===== config.mk =====
export PLATFORM = sky130hd
export DESIGN_NAME = gtx_tx_init_seq
export DESIGN_NICKNAME = d
export VERILOG_FILES = /design/src/rtl/daq_optical_pkg.sv /design/src/rtl/sync2_ff.sv /design/src/rtl/gtx_tx_init_seq.sv
export SDC_FILE = /design/constraint.sdc
export NUM_CORES = 1
export LEC_CHECK = 0
export ABC_AREA = 1
export ABC_CLOCK_PERIOD_IN_PS = 2250
export CORE_MARGIN = 2
export CORE_UTILIZATION = 56
export DETAILED_ROUTE_END_ITERATION = 12
export PLACE_DENSITY_LB_ADDON = 0.3
export SYNTH_ARGS = -nofsm -noshare
export SYNTH_HDL_FRONTEND = slang
export SYNTH_SLANG_ARGS = --single-unit
export TNS_END_PERCENT = 20

===== constraint.sdc =====
create_clock -name CLK -period 2.25 [get_ports CLK]
set_clock_uncertainty 0.15 [all_clocks]
set_input_delay 0.45 -clock CLK [delete_from_list [all_inputs] [get_ports CLK]]
set_output_delay 0.45 -clock CLK [all_outputs]
set_load 0.01 [all_outputs]

===== src/rtl/daq_optical_pkg.sv =====
// Shared types and defaults for the DAQ optical TX path: sequencer state
// encoding, timeout defaults and TX rate encoding.
package daq_optical_pkg;

    typedef enum logic [2:0] {
        WAIT_LOCK    = 3'd0,
        TXRST        = 3'd1,
        WAIT_RSTDONE = 3'd2,
        APPLY        = 3'd3,
        WAIT_TEST    = 3'd4,
        READY        = 3'd5,
        FAIL         = 3'd6
    } tx_state_t;

    localparam int DEF_RST_HOLD_CYCLES   = 32;
    localparam int DEF_RESETDONE_TIMEOUT = 4096;
    localparam int DEF_TESTDONE_TIMEOUT  = 8192;
    localparam int DEF_MAX_RETRIES       = 7;

    localparam logic RATE_FULL = 1'b0;
    localparam logic RATE_DIV  = 1'b1;

endpackage


===== src/rtl/sync2_ff.sv =====
// Two-flop synchroniser for a single asynchronous level; resets to 0.
module sync2_ff (
    input  logic CLK,
    input  logic RST,
    input  logic D,
    output logic Q
);

    logic meta;

    always_ff @(posedge CLK or posedge RST) begin
        if (RST) begin
            meta <= 1'b0;
            Q    <= 1'b0;
        end else begin
            meta <= D;
            Q    <= meta;
        end
    end

endmodule


===== src/rtl/gtx_tx_init_seq.sv =====
// GTX TX power-up / rate-change sequencer with timeout retries.
// Optional lock-loss counter output enabled by GTX_LOCK_LOSS_CNT_EN.
//
// state        | meaning
// WAIT_LOCK    | hold resets until synchronised PLL lock
// TXRST        | TXRESET held for RST_HOLD_CYCLES
// WAIT_RSTDONE | wait for TXRESETDONE, retry on timeout
// APPLY        | load TX_RATE while INIT is still high
// WAIT_TEST    | INIT low, wait for GTXTEST_DONE rising edge
// READY        | link usable, watch for rate requests
// FAIL         | retries exhausted, left only by RST
module gtx_tx_init_seq
    import daq_optical_pkg::*;
#(
    parameter int RST_HOLD_CYCLES   = DEF_RST_HOLD_CYCLES,
    parameter int RESETDONE_TIMEOUT = DEF_RESETDONE_TIMEOUT,
    parameter int TESTDONE_TIMEOUT  = DEF_TESTDONE_TIMEOUT,
    parameter int MAX_RETRIES       = DEF_MAX_RETRIES,
    parameter int CTR_W             = 13
) (
    input  logic       CLK,
    input  logic       RST,
    input  logic       PLLLKDET,
    input  logic       TXRESETDONE,
    input  logic       RATE_REQ,
    input  logic       GTXTEST_DONE,
    output logic       TXRESET,
    output logic       INIT,
    output logic       TX_RATE,
    output logic       TX_READY,
    output logic       TIMEOUT_ERR,
    output logic [3:0] RETRY_CNT
`ifdef GTX_LOCK_LOSS_CNT_EN
    ,
    output logic [7:0] LOCK_LOSS_CNT
`endif
);

    localparam logic [CTR_W-1:0] HOLD_TC    = CTR_W'(RST_HOLD_CYCLES - 1);
    localparam logic [CTR_W-1:0] RSTDONE_TC = CTR_W'(RESETDONE_TIMEOUT - 1);
    localparam logic [CTR_W-1:0] TEST_TC    = CTR_W'(TESTDONE_TIMEOUT - 1);
    localparam logic [3:0]       RETRY_MAX  = 4'(MAX_RETRIES);

    tx_state_t        state, state_nx;
    logic [CTR_W-1:0] timer;
    logic             lock_s, rstdone_s, gtd_q, test_edge;
    logic             retry_take, counting;
    logic [3:0]       retry_inc, retry_nx;

    sync2_ff u_sync_lock (.CLK(CLK), .RST(RST), .D(PLLLKDET),    .Q(lock_s));
    sync2_ff u_sync_done (.CLK(CLK), .RST(RST), .D(TXRESETDONE), .Q(rstdone_s));

    assign test_edge = GTXTEST_DONE & ~gtd_q;
    assign retry_inc = (RETRY_CNT < RETRY_MAX) ? RETRY_CNT + 4'd1 : RETRY_CNT;
    assign counting  = (state == TXRST) || (state == WAIT_RSTDONE) || (state == WAIT_TEST);

    always_comb begin
        state_nx   = state;
        retry_nx   = RETRY_CNT;
        retry_take = 1'b0;
        case (state)
            WAIT_LOCK:    if (lock_s) state_nx = TXRST;
            TXRST:        if (timer == HOLD_TC) state_nx = WAIT_RSTDONE;
            WAIT_RSTDONE: begin
                if (rstdone_s)                 state_nx   = APPLY;
                else if (timer == RSTDONE_TC)  retry_take = 1'b1;
            end
            APPLY:        state_nx = WAIT_TEST;
            WAIT_TEST: begin
                if (test_edge)                 state_nx   = READY;
                else if (timer == TEST_TC)     retry_take = 1'b1;
            end
            READY:        if (RATE_REQ != TX_RATE) state_nx = APPLY;
            FAIL:         state_nx = FAIL;
            default:      state_nx = WAIT_LOCK;
        endcase
        if (retry_take) begin
            retry_nx = retry_inc;
            state_nx = (retry_inc == RETRY_MAX) ? FAIL : TXRST;
        end
        // Lock loss overrides everything decided above and leaves the retry count alone.
        if (!lock_s && state != WAIT_LOCK && state != FAIL) begin
            state_nx = WAIT_LOCK;
            retry_nx = RETRY_CNT;
        end
        if (state_nx == READY) retry_nx = 4'd0;
    end

    always_ff @(posedge CLK or posedge RST) begin
        if (RST) begin
            state       <= WAIT_LOCK;
            timer       <= '0;
            gtd_q       <= 1'b0;
            TXRESET     <= 1'b1;
            INIT        <= 1'b1;
            TX_RATE     <= RATE_FULL;
            TX_READY    <= 1'b0;
            TIMEOUT_ERR <= 1'b0;
            RETRY_CNT   <= 4'd0;
        end else begin
            state <= state_nx;
            gtd_q <= GTXTEST_DONE;
            if (state_nx != state) timer <= '0;
            else if (counting)     timer <= timer + CTR_W'(1);
            TXRESET  <= (state_nx == WAIT_LOCK) || (state_nx == TXRST) || (state_nx == FAIL);
            INIT     <= !((state_nx == WAIT_TEST) || (state_nx == READY));
            // Rate is captured on APPLY entry so it is stable for the whole INIT-high cycle.
            if (state_nx == APPLY && state != APPLY) TX_RATE <= RATE_REQ;
            TX_READY    <= (state_nx == READY);
            TIMEOUT_ERR <= (state_nx == FAIL);
            RETRY_CNT   <= retry_nx;
        end
    end

`ifdef GTX_LOCK_LOSS_CNT_EN
    always_ff @(posedge CLK or posedge RST) begin
        if (RST)
            LOCK_LOSS_CNT <= 8'd0;
        else if (state == READY && !lock_s && LOCK_LOSS_CNT != 8'hFF)
            LOCK_LOSS_CNT <= LOCK_LOSS_CNT + 8'd1;
    end
`endif

endmodule


==> results.md, run 1 <==
- Minimum clock period: 2080 ps
- Initial Utilization: 0.599
- GR Util met2: 0.307
- Arr. time, crit path: 2150 ps
- Post-Syn Instances: 215
- Maximum VDD drop: between 0.6 and 0.7 mV
- Cell Rows: 19
- Setup Fix Bufs, Post-CTS: 0
- Synth top area cells: dfrtp_1 (42%), nand2_1 (11%), nor2_1 (7.9%)
- Dpl cell area: 1940 um^2
- Nets: 255
- Worst Hold Class: reg2reg
- DRT iter0 DRCs: 70
- Worst Path Buf+Inv: 3
- Final period util: 0.923
- Post-DP HPWL: 2280 um
- GRT overflow: 0
- Total die area: around 3400 um^2
- DRT Pass-1 Iters: 4
- Io pins: 15
- Static leakage: 0.940 nW
- Top FF cell, synth: dfrtp_1
- Vias: approximately 1400
- Gr usage total: 0.204
- Clock transition at path regs: approximately 90 ps
- Met1 usage: 0.269
- RSZ-0062 raised after global routing: no
- Die X: ~60 um
- Pwr/cell area: approximately 700 nW/um^2
- Worst hold slack: 202 ps
- Final worst slack: 174 ps
- CP top delay family: simple AND/OR/NAND/NOR gates
- Syn nets: around 220
- Vias in the first global route: 1260
- Slowest CP cell: dfrtp_1
- Final Wtd Congestion: 0.872
- Status: finished clean
- First-pass GRT wire length: 5180 um
- Crit path max fanout: 5
- Clock buffer depth: 2
- Slew Viols, Final: 0
- Slew margin rel.: 0.698
- Fin. Hold Viols: 0
- H-tree Lvls: 2
- Hold-fix buffers, CTS: 0
- Die height: a little under 60 um
- Final Non-Filler Cells: 279
- Via-to-Cell Ratio: roughly 5.0
- Clk Latency, worst-skew pair: between 300 and 400 ps
- DR WL/cell: 11.0 um
- Post-synth top area cell: dfrtp_1
- Clk sink count: 30
- Peak Freq: roughly 480 MHz
- Finished Cell Area: 2010 um^2
- Inserted Clock Buffers: 5
- Initial antenna violation count: 0
- Placed Cells: approximately 270
- CP endpoint kind: register
- Yosys warnings: 0
- Mapped Area: 1670 um^2
- M3 GR Usage: 0.0681
- Commonest non-fill, non-tap cell in the layout: nand2_1
- Post-synth top area share: 0.421
- Port bufs: 14
- GRT Max-Usage Layer: met2
- Synth-to-Final Area Change: 20.6%
- Clock Tree Root: clkbuf_4
- FILL cells: 222
- # DRC: 0
- Synth async-reset ratio: 1.00
- Max Cap Viol: 0
- Pin slew with the least headroom to its limit: 448 ps
- DRT Wirelength: 3060 um
- Core Box Area: 2780 um^2
- Sequential cell area fraction in the yosys report: 0.452
- Crit path largest cell delay: 400 ps
- Final antenna diode count: 0
- Area of the multi-input gates: 793 um^2
- CTS resizes: 0
- Setup violators final: 0
- CTS tree: built
- Reg area: roughly 750 um^2
- Most frequent cells in the layout: nand2_1 (49), nor2_1 (33), dfrtp_1 (28), inv_1 (26), clkdlybuf4s50_1 (14)
- Pre-CTS setup slack: -136 ps
- Crit path cell chain: ha_2, nand3b_1, nand3_1, nor2_2, nand2_2, nand2_1, buf_4, inv_1, nand2_1, nor2_1, buf_4, a21oi_1
- Synth Register Bits: 30
- Kind of critical path: reg2reg
- Share of cells above drive strength 1: 0.206
- Data required time of the critical path: around 2300 ps
- Post-synth EDFFs: 0
- Largest net degree at the start of global routing: 31
- Crit path launch type: register
- Routed Antenna Nets: 0
- Syn avg cell area: approximately 7.7 um^2
- Netlist cell types: 26
[report_power, final]
| part | total [mW] | internal [mW] | switching [mW] |
|---|---|---|---|
| Sequential | 0.593 | 0.568 | 0.0248 |
| Combinational | 0.443 | 0.168 | 0.275 |
| Clock | 0.331 | 0.151 | 0.180 |
| Total | 1.37 | 0.887 | 0.480 |
[worst register-to-register path: stages, from the launching register on]
cell and delay, ps:
dfrtp_1 400, ha_2 280, nand3b_1 190, nand3_1 120, nor2_2 50, nand2_2 90
nand2_1 90, buf_4 140, inv_1 80, nand2_1 80, nor2_1 110, buf_4 150
a21oi_1 40
[through the flow]
step | power [mW] | setup TNS, ps | utilization
after detailed placement | 1.04 | -1750 | 0.696
after global routing | 1.45 | 0 | 0.722
after CTS | 1.38 | 0 | 0.717
after floorplan | 0.918 | 0 | -
after global placement | 1.04 | -834 | 0.696
final | 1.37 | 0 | 0.722
[final timing paths]
check | cells after the start | slack [ps] | start | endpoint
setup / recovery | 12 | 170 | RETRY_CNT[0] | RETRY_CNT[1]
hold / removal | 0 | 200 | u_sync_done.meta | u_sync_done.Q
setup reg to reg | 12 | 170 | RETRY_CNT[0] | RETRY_CNT[1]
hold reg to reg | 0 | 200 | u_sync_done.meta | u_sync_done.Q
max in group asynchronous | 3 | 1320 | RST | INIT
min in group asynchronous | 3 | 320 | RST | timer[5]
[registers in the layout, indices dropped and copies added (netlist names)]
register,flops
timer,13
TX_READY,1
gtd_q,1
TX_RATE,1
state,3
TIMEOUT_ERR,1
u_sync_done.Q,1
TXRESET,1
INIT,1
u_sync_done.meta,1
u_sync_lock.Q,1
u_sync_lock.meta,1
RETRY_CNT,4
[area by class of cell]
type	instances	share of cell area
clock inverter	1	0.00249
multi-input combinational	154	0.395
inverter	28	0.0523
timing repair buffer	28	0.128
clock buffer	7	0.0274
tap	31	0.0193
sequential	30	0.375
[cell families after synthesis]
kind of cell	share of synthesized area
AND/OR/NAND/NOR	0.343
XOR/XNOR	0.0684
buffers and inverters	0.0789
flip-flops	0.452
adder cells (fa/ha/maj)	0.0150
AO/OA/AOI/OAI	0.0421
[synthesized netlist by cell type (2+ instances only)]
cell type and instances:
nor3_1 4, xnor2_1 4, nand2_1 51, dfstp_2 2, nor2_2 11, o21ai_0 6, inv_2 2, dfrtp_1 28
a21oi_1 2, ha_1 2, nand3_1 11, nand3b_1 2, nand2_2 6, buf_4 2, nand4_1 4, nor2_1 35
xor2_1 9, inv_1 26
[routing by layer]
layer,vias up,wire length [um]
li1,728,-
met1,637,1490
met2,18,1400
met3,8,107
met4,0,59
met5,-,0
Note: power is estimated with default switching activity, not from simulation.
==> run 2, diff against run 1 <==
- ABC_AREA: 1 -> default
- CORE_UTILIZATION: 56 -> 25
==> run 2 against run 1 <==
Against the previous run:
- count of clock-buffer cells in the layout stayed put
- sequential power decreased by 3%
- flip-flop and latch count unchanged
- the run now ends with negative setup slack left
- synthesized cell count fell by 28%
- combinational power is 5.0% higher
- cell area grew 19%
- clock power grew 34%
- largest power group unchanged
==> results.md, run 2 <==
- Setup tns final: -1180 ps
- Via-to-Cell Ratio: 4.70
- Worst Hold Class: reg2reg
- Status: finished with violations
- Clk Latency, worst-skew pair: 280 ps
- Biggest register: timer
- First-pass GRT wire length: 6420 um
- Clock share of power: 0.299
- Total die area: 7450 um^2
- Cell Rows: 29
- Internal Power: 1.02 mW
- Pwr/cell area: 622 nW/um^2
- Sequential share of power: 0.388
- Net switching power: 0.468 mW
- Nets: 220
- Io pins: 15
- Final worst slack: -98.4 ps
- Comb pwr share: 0.313
- Pin slew with the least headroom to its limit: 392 ps
- Final period util: 1.04
- RSZ-0062 raised after global routing: yes
- Post-DP HPWL: 2770 um
- Netlist cell types: 50
- Post-synth EDFFs: 0
- Synth cell count leaders: dfrtp_1 (28), xor2_1 (12), nand2_1 (11)
- Slew Viols, Final: 0
- Peak Freq: approximately 430 MHz
- Vias: 1364
- Crit path launch type: register
- CTS tree: built
- Crit path to: timer[8]
- Commonest non-fill, non-tap cell in the layout: buf_4
- Flip-flop count of the largest register after layout: 13
- Yosys warnings: 0
- Hold-fix buffers, CTS: 0
- # DRC: 0
- DR WL/cell: 13.1 um
- Max Cap Viol: 0
- Clock transition at path regs: 60 ps
- Clk sink count: 30
- Syn avg cell area: 11.0 um^2
- Data required time of the critical path: 2270 ps
- Synth-to-Final Area Change: 41.3%
- Die height: 86.3 um
- Core Box Area: 6460 um^2
- Port bufs: 14
- Largest regs: timer: 13 flops, RETRY_CNT: 4 flops, state: 3 flops
- Synth Register Bits: 30
- Failing checks: negative setup slack
- Inserted Clock Buffers: 5
- Post-synth top area cell: dfrtp_1
- Reg2reg start: state[0]
- Static leakage: 1.01 nW
- Worst R2R Setup Slack: -100 ps
- Most frequent cells in the layout: buf_4 (40), dfrtp_1 (26), clkdlybuf4s50_1 (14), xor2_1 (12), nand2_1 (11)
- Initial antenna violation count: 0
- Largest net degree at the start of global routing: 31
- R2R depth: 7
- H-tree Lvls: 2
- Clock buffer depth: 2
- Top FF cell, synth: dfrtp_1
- Fin. Hold Viols: 0
- DRT iter0 DRCs: 47
- Slew margin rel.: 0.736
- Synth top area cells: dfrtp_1 (41%), xor2_1 (6.2%), nor3_2 (5.9%)
- Count leader, synth: dfrtp_1
- Core Util, Final: 0.370
- DRT Wirelength: roughly 3800 um
- Routed Antenna Nets: 0
- R2R Path End: timer[8]
- Die X: 86.3 um
- Setup violators final: 13
- Mapped Area: 1690 um^2
- Gr usage total: 0.111
- Setup crit start: state[0]
- Crit path max fanout: 13
- Sequential cell area fraction in the yosys report: 0.445
- Vias in the first global route: ~1400
- Synth async-reset ratio: 1.00
- Minimum clock period: between 2000 and 2500 ps
- Initial Utilization: 0.262
- CP endpoint kind: register
- Arr. time, crit path: 2370 ps
- Clock Tree Root: clkbuf_8
- DRT Pass-1 Iters: 4
- GRT overflow: 0
- Syn nets: 162
- Final antenna diode count: 0
- Post-Syn Instances: between 150 and 200
- Post-synth top area share: 0.414
- Maximum VDD drop: between 0.2 and 0.3 mV
- Overall power: 1.49 mW
- Worst hold slack: 196 ps
- Switching Fraction: 0.315
- Kind of critical path: reg2reg
- Final Wtd Congestion: 0.756
- Share of cells above drive strength 1: 0.390
-- run 2: cell types whose count changed in the layout (fill, tap and decap cells not counted), moves of 8 or more --
cell,before,now
nor2_2,13,1
nand3_1,11,2
nand2_1,49,11
inv_1,26,2
nor3_2,0,10
nand2_2,8,0
buf_4,13,40
nor2_1,33,9
-- run 2: area by class of cell --
class	count	area, um^2
fillers	640	4070
well taps	77	96.3
inverters	2	7.51
clock buffers	7	86.3
multi-input cells	116	950
flip-flops and latches	30	756
repair buffers	57	492
clock inverters	1	5.00
-- run 2: worst min-delay path by stage --
stage	from	to	slack, ps	depth (start not counted)
after floorplan	u_sync_done.meta	u_sync_done.Q	180	0
after global placement	u_sync_done.meta	u_sync_done.Q	180	0
after detailed placement	u_sync_lock.meta	u_sync_lock.Q	190	0
after CTS	u_sync_lock.meta	u_sync_lock.Q	200	0
after global routing	u_sync_done.meta	u_sync_done.Q	230	0
final	u_sync_lock.meta	u_sync_lock.Q	200	0
-- run 2: metal layers --
layer / up-vias / wire length, um / GRT usage / part of all wire
li1: 680 / - / - / -
met1: 661 / 1740 / 0.131 / 0.46
met2: 19 / 1890 / 0.193 / 0.50
met3: 4 / 121 / 0.0314 / 0.032
met4: 0 / 57 / 0.0412 / 0.015
met5: - / 0 / 0 / 0
-- run 2: cells by family (layout without fill, tap and decap cells) --
| logic type | count (synthesis) | count (layout) | share of synthesized area |
|---|---|---|---|
| muxes | 5 | 5 | 0.0303 |
| AOI/OAI and AO/OA | 20 | 20 | 0.106 |
| buffers and inverters | 8 | 67 | 0.0288 |
| and+or+nand+nor | 70 | 70 | 0.273 |
| xor gates and xnor gates | 19 | 19 | 0.103 |
| adders and majority gates | 2 | 2 | 0.0148 |
| DFF | 30 | 30 | 0.445 |
-- run 2: what timing repair did --
item,CTS,global route
resized for setup,1,5
pin swaps,2,1
buffers inserted,1,0
gates cloned,0,0
endpoints found under the setup margin,13,20
-- run 2: worst max-delay path, cell delays in order (launching register included) --
cell and delay, ps:
dfrtp_1 380, or3b_4 420, o32ai_2 320, a21oi_2 110
or4_1 500, o211ai_2 110, buf_12 180, nor3_1 60
-- run 2: per-stage QoR --
| stage | cell area [um^2] | worst slack, ps | cells |
|---|---|---|---|
| floorplan | 1730 | -113 | 154 |
| global placement | 2260 | -338 | 281 |
| detailed placement | 2260 | -361 | 281 |
| CTS | 2370 | -128 | 290 |
| global route | 2390 | -219 | 290 |
| finish | 2390 | -98.4 | 290 |
-- run 2: power groups by stage --
| stage | registers, mW | clock network, mW | logic [mW] |
|---|---|---|---|
| finish | 0.577 | 0.445 | 0.465 |
| global route | 0.580 | 0.483 | 0.508 |
| CTS | 0.578 | 0.459 | 0.460 |
| detailed placement | 0.588 | 0 | 0.456 |
| global placement | 0.586 | 0 | 0.460 |
| floorplan | 0.586 | 0 | 0.292 |
